### src/rtl/led_pulse_stretcher_pkg.sv
// Shared state encodings and counter-sizing helper for the LED pulse stretcher
// and the switch debounce filter.
package led_pulse_stretcher_pkg;

    localparam logic [1:0] ST_IDLE = 2'd0;
    localparam logic [1:0] ST_ON   = 2'd1;
    localparam logic [1:0] ST_GAP  = 2'd2;

    // Bits needed to count 0 .. max(a,b)-1; a single bit when both are 1.
    function automatic int unsigned cnt_width(input int unsigned a, input int unsigned b);
        int unsigned m;
        m = (a > b) ? a : b;
        return (m > 1) ? $clog2(m) : 1;
    endfunction

endpackage

### src/rtl/led_pulse_stretcher_rising_edge_detect.sv
// Registered 0->1 detector on a clean level; the history register follows the
// level through reset so a level held high across reset release is not an edge.
module rising_edge_detect (
    input  logic i_clk,
    input  logic i_rst_n,
    input  logic i_level,
    output logic o_rise
);

    logic r_prev;

    always_ff @(posedge i_clk) begin
        r_prev <= i_level;
    end

    assign o_rise = i_rst_n & i_level & ~r_prev;

endmodule

### src/rtl/led_pulse_stretcher.sv
// Stretches each rising edge of i_event into a fixed-length LED pulse followed
// by a guaranteed dark gap; edges arriving while busy are counted and replayed.
module led_pulse_stretcher
    import led_pulse_stretcher_pkg::*;
#(
    parameter int ON_CYCLES  = 250000,
    parameter int OFF_CYCLES = 250000,
    parameter int PEND_DEPTH = 7
) (
    input  logic                              i_clk,
    input  logic                              i_rst_n,
    input  logic                              i_event,
    output logic                              o_led,
    output logic                              o_busy,
    output logic [$clog2(PEND_DEPTH+1)-1:0]   o_pending,
    output logic                              o_overflow
);

    if (ON_CYCLES < 1 || OFF_CYCLES < 1 || PEND_DEPTH < 1) begin : g_bad_params
        $error("led_pulse_stretcher: ON_CYCLES, OFF_CYCLES and PEND_DEPTH must all be >= 1");
    end

    localparam int unsigned CW = cnt_width(ON_CYCLES, OFF_CYCLES);
    localparam int unsigned PW = $clog2(PEND_DEPTH + 1);

    localparam logic [CW-1:0] ON_LAST  = CW'(ON_CYCLES - 1);
    localparam logic [CW-1:0] OFF_LAST = CW'(OFF_CYCLES - 1);
    localparam logic [PW-1:0] PEND_MAX = PW'(PEND_DEPTH);

    logic          ev;
    logic [1:0]    state;
    logic [1:0]    state_nx;
    logic [CW-1:0] cnt;
    logic [CW-1:0] cnt_nx;
    logic          led_nx;
    logic [PW-1:0] pend_nx;
    logic          ovf_nx;
    logic          push;

    rising_edge_detect u_edge (
        .i_clk   (i_clk),
        .i_rst_n (i_rst_n),
        .i_level (i_event),
        .o_rise  (ev)
    );

    always_comb begin
        state_nx = state;
        led_nx   = o_led;
        cnt_nx   = cnt + 1'b1;
        pend_nx  = o_pending;
        ovf_nx   = o_overflow;
        push     = 1'b0;

        case (state)
            ST_IDLE: begin
                cnt_nx = '0;
                if (ev) begin
                    state_nx = ST_ON;
                    led_nx   = 1'b1;
                end
            end
            ST_ON: begin
                push = ev;
                if (cnt == ON_LAST) begin
                    state_nx = ST_GAP;
                    led_nx   = 1'b0;
                    cnt_nx   = '0;
                end
            end
            ST_GAP: begin
                if (cnt == OFF_LAST) begin
                    cnt_nx = '0;
                    if (o_pending != '0) begin
                        // Replay the oldest queued edge; a same-cycle edge takes its slot.
                        state_nx = ST_ON;
                        led_nx   = 1'b1;
                        pend_nx  = o_pending - 1'b1;
                        push     = ev;
                    end else if (ev) begin
                        state_nx = ST_ON;
                        led_nx   = 1'b1;
                    end else begin
                        state_nx = ST_IDLE;
                    end
                end else begin
                    push = ev;
                end
            end
            default: begin
                state_nx = ST_IDLE;
                led_nx   = 1'b0;
                cnt_nx   = '0;
            end
        endcase

        if (push) begin
            if (pend_nx < PEND_MAX) begin
                pend_nx = pend_nx + 1'b1;
            end else begin
                ovf_nx = 1'b1;
            end
        end
    end

    always_ff @(posedge i_clk) begin
        if (!i_rst_n) begin
            state      <= ST_IDLE;
            o_led      <= 1'b0;
            cnt        <= '0;
            o_pending  <= '0;
            o_overflow <= 1'b0;
        end else begin
            state      <= state_nx;
            o_led      <= led_nx;
            cnt        <= cnt_nx;
            o_pending  <= pend_nx;
            o_overflow <= ovf_nx;
        end
    end

    assign o_busy = (state != ST_IDLE);

endmodule

### config.mk
export PLATFORM = sky130hd
export DESIGN_NAME = led_pulse_stretcher
export DESIGN_NICKNAME = d
export VERILOG_FILES = /design/src/rtl/led_pulse_stretcher_pkg.sv /design/src/rtl/led_pulse_stretcher_rising_edge_detect.sv /design/src/rtl/led_pulse_stretcher.sv
export SDC_FILE = /design/constraint.sdc
export NUM_CORES = 1
export LEC_CHECK = 0
export ABC_AREA = 0
export CAP_MARGIN = 20
export CORE_MARGIN = 2
export CORE_UTILIZATION = 57
export DETAILED_ROUTE_END_ITERATION = 6
export PLACE_DENSITY = 0.77
export SLEW_MARGIN = 20
export SYNTH_ARGS = -nofsm -noshare
export SYNTH_HDL_FRONTEND = slang
export SYNTH_SLANG_ARGS = --single-unit
### constraint.sdc
create_clock -name i_clk -period 2.5 [get_ports i_clk]
set_input_delay 0.5 -clock i_clk [delete_from_list [all_inputs] [get_ports i_clk]]
set_output_delay 0.5 -clock i_clk [all_outputs]
set_load 0.05 [all_outputs]
==> results.toml <==
[logic_synthesis]
synth-edff-count = 0
synthCells = 148
yosys-top-cells-area = "dfxtp_1 (40%), nor2_1 (7.7%), ha_1 (6.7%)"
yosysMostFrequentCell = "nor2_1"
yosysUniqueCellTypes = 38
synth_top_area_cell = "dfxtp_1"
ys_warn_count = 0
synth_nets = 158
async_reset_ff_frac = 0
synth.top_cell.area_share = 0.396
ys_top_cells_by_count = "nor2_1 (27), dfxtp_1 (26), nand3_1 (12)"
synth_area_per_cell_sq_um = 8.89
yosysSeqAreaShare = 0.396
ys_dominant_reg_cell = "dfxtp_1"
syn-cell-area_sq_um = 1320
ys_seq_elements = 26

[critical_path]
crit_type = "reg -> out"
crit_required_ns = 2.00
critPathBufInv = 1
cp.arrival_ns = 1.57
worst_setup_path_end_kind = "primary output"
path_delay_family = "buffers and inverters"
critPathLaunchType = "flop"
crit_slowest_cell = "clkdlybuf4s50_1"
crit_chain = "clkdlybuf4s50_1"
r2r_slack_ns = 0.53
path_max_fanout = 3
max_stage_delay_ns = 0.83

[clock_tree]
cts-root-buf = "clkbuf_4"
cts_buffers = 3
cts_max_level = 1
cts_buffer_depth = 2
cts.sinks = 26
clk_latency_ns = 0.32
cts_setup_buffers = 0
path_clk_slew_ns = 0.13
tritoncts = "done"

[floorplanning]
die_h_um = 52.0
initial_utilization = 0.600
dieWidth_um = 52.0
coreArea_sq_um = 2190
ioPinCount = 9
fp-row-count = 17
die_area_sq_um = 2710

[global_routing]
grt_max_degree = 19
globalRouteMet1Util = 0.209
gr-max-usage-layer = "met2"
grt_use_total = 0.205
met3_usage = 0.0345
use_met2 = 0.411
grt_overflow = 0
antenna_found_initial = 0
grt_pass1_vias = 985
grt_pass1_wl_mm = 4.16

[finish]
drive_gt1_frac = 0.0886
nFillCells = 190
antenna_cells = 0
fin_nets = 170
post-route-util = 0.664
syn2layout_area_growth_pct = 10.6

[sta]
max_freq_mhz = 484
finalHoldViolCount = 0
slew_viol_final = 0
timing.final.crit_period_ns = 2.07
fin_skew_ns = 0.00446
timing.final.crit_share = 0.827
setup_viol = 0
setup_tns_ns = 0
slew_headroom = 0.639
rsz0062_at_grt = "false"
tightest_slew_ns = 0.536

[routing]
wl_per_cell_um = 12.4
wl_mm = 2.31
dr.first_iter.drc_count = 1
vias = 996
firstDrtPassIters = 2
vias_per_cell = 5.35
drc = 0
antenna_left = 0

[placed_design]
gp_congestion = 0.776
io_buffers = 8
dp.final_hpwl_mm = 1.80

[power_and_ir_drop]
power.density_nw_per_um2 = 619
irDropWorstVdd_mv = 0.541
p_leak_nw = 0.514

[job]
maxCapViolations = 0

[min_path]
hp-class = "reg -> reg"

[status]
outcome = "completed"
## report_power, final
group	internal [mW]	total, mW	switching (mW)
clock network	0.0565	0.175	0.118
logic	0.0965	0.267	0.170
registers	0.436	0.458	0.0221
total	0.589	0.900	0.310
## metrics by stage
step	power, mW	cells	cell area, sq um	worst slack (ns)	hold WS [ns]
floorplan	0.664	148	1320	0.548	0.442
global placement	0.724	183	1430	0.510	0.457
detailed placement	0.737	183	1430	0.458	0.467
CTS	0.913	186	1450	0.100	0.499
global route	0.959	186	1450	0.379	0.553
finish	0.900	186	1450	0.433	0.491
## final cells by class
| class | instances | area (sq um) | share of cell area |
|---|---|---|---|
| Multi-Input combinational cell | 111 | 752 | 0.517 |
| Sequential cell | 26 | 520 | 0.358 |
| Timing Repair Buffer | 9 | 90.1 | 0.0620 |
| Tap cell | 28 | 35.0 | 0.0241 |
| Inverter | 9 | 33.8 | 0.0232 |
| Clock buffer | 3 | 22.5 | 0.0155 |
## what timing repair did
item,CTS,global route
setup endpoints to repair,0,1
gates resized for setup,0,1
hold buffers,0,0
## cell families after synthesis
family / share of synthesized area
compound gates: 0.0704
xor+xnor: 0.119
fa+ha+maj: 0.0666
buf+inv: 0.0323
flops: 0.396
mux: 0.0190
simple gates: 0.297
## per-layer routing
metal,up-vias,routed length (um),part of all wire
met2,9,1220,0.53
li1,519,-,-
met5,-,0,0
met3,5,47,0.020
met1,463,1010,0.44
met4,0,31,0.013
## worst paths after layout
check                             to                    start  cells past startpoint
max                     o_pending[0]  o_pending[0]$_SDFF_PN0_                      1
min                cnt[0]$_SDFF_PP0_        cnt[0]$_SDFF_PP0_                      1
max reg2reg  o_overflow$_SDFFE_PN0P_        cnt[0]$_SDFF_PP0_                      7
min reg2reg        cnt[0]$_SDFF_PP0_        cnt[0]$_SDFF_PP0_                      1
## flip-flops by register name, summed over array words and instances (netlist names)
name / count
cnt: 18
o_led: 1
o_overflow: 1
o_pending: 3
state: 2
u_edge.r_prev: 1
## placed cells by master, fill, tap and decap left out, types with 3 or more instances in the layout
| cell | count |
|---|---|
| nor3_1 | 5 |
| nor2_1 | 27 |
| inv_1 | 9 |
| xor2_1 | 9 |
| clkbuf_4 | 3 |
| nand2b_1 | 3 |
| ha_1 | 7 |
| a21oi_1 | 4 |
| dfxtp_1 | 26 |
| xnor2_1 | 7 |
| clkdlybuf4s50_1 | 7 |
| nand3_1 | 12 |
| nand2_1 | 9 |
Note: power is estimated with default switching activity, not from simulation.
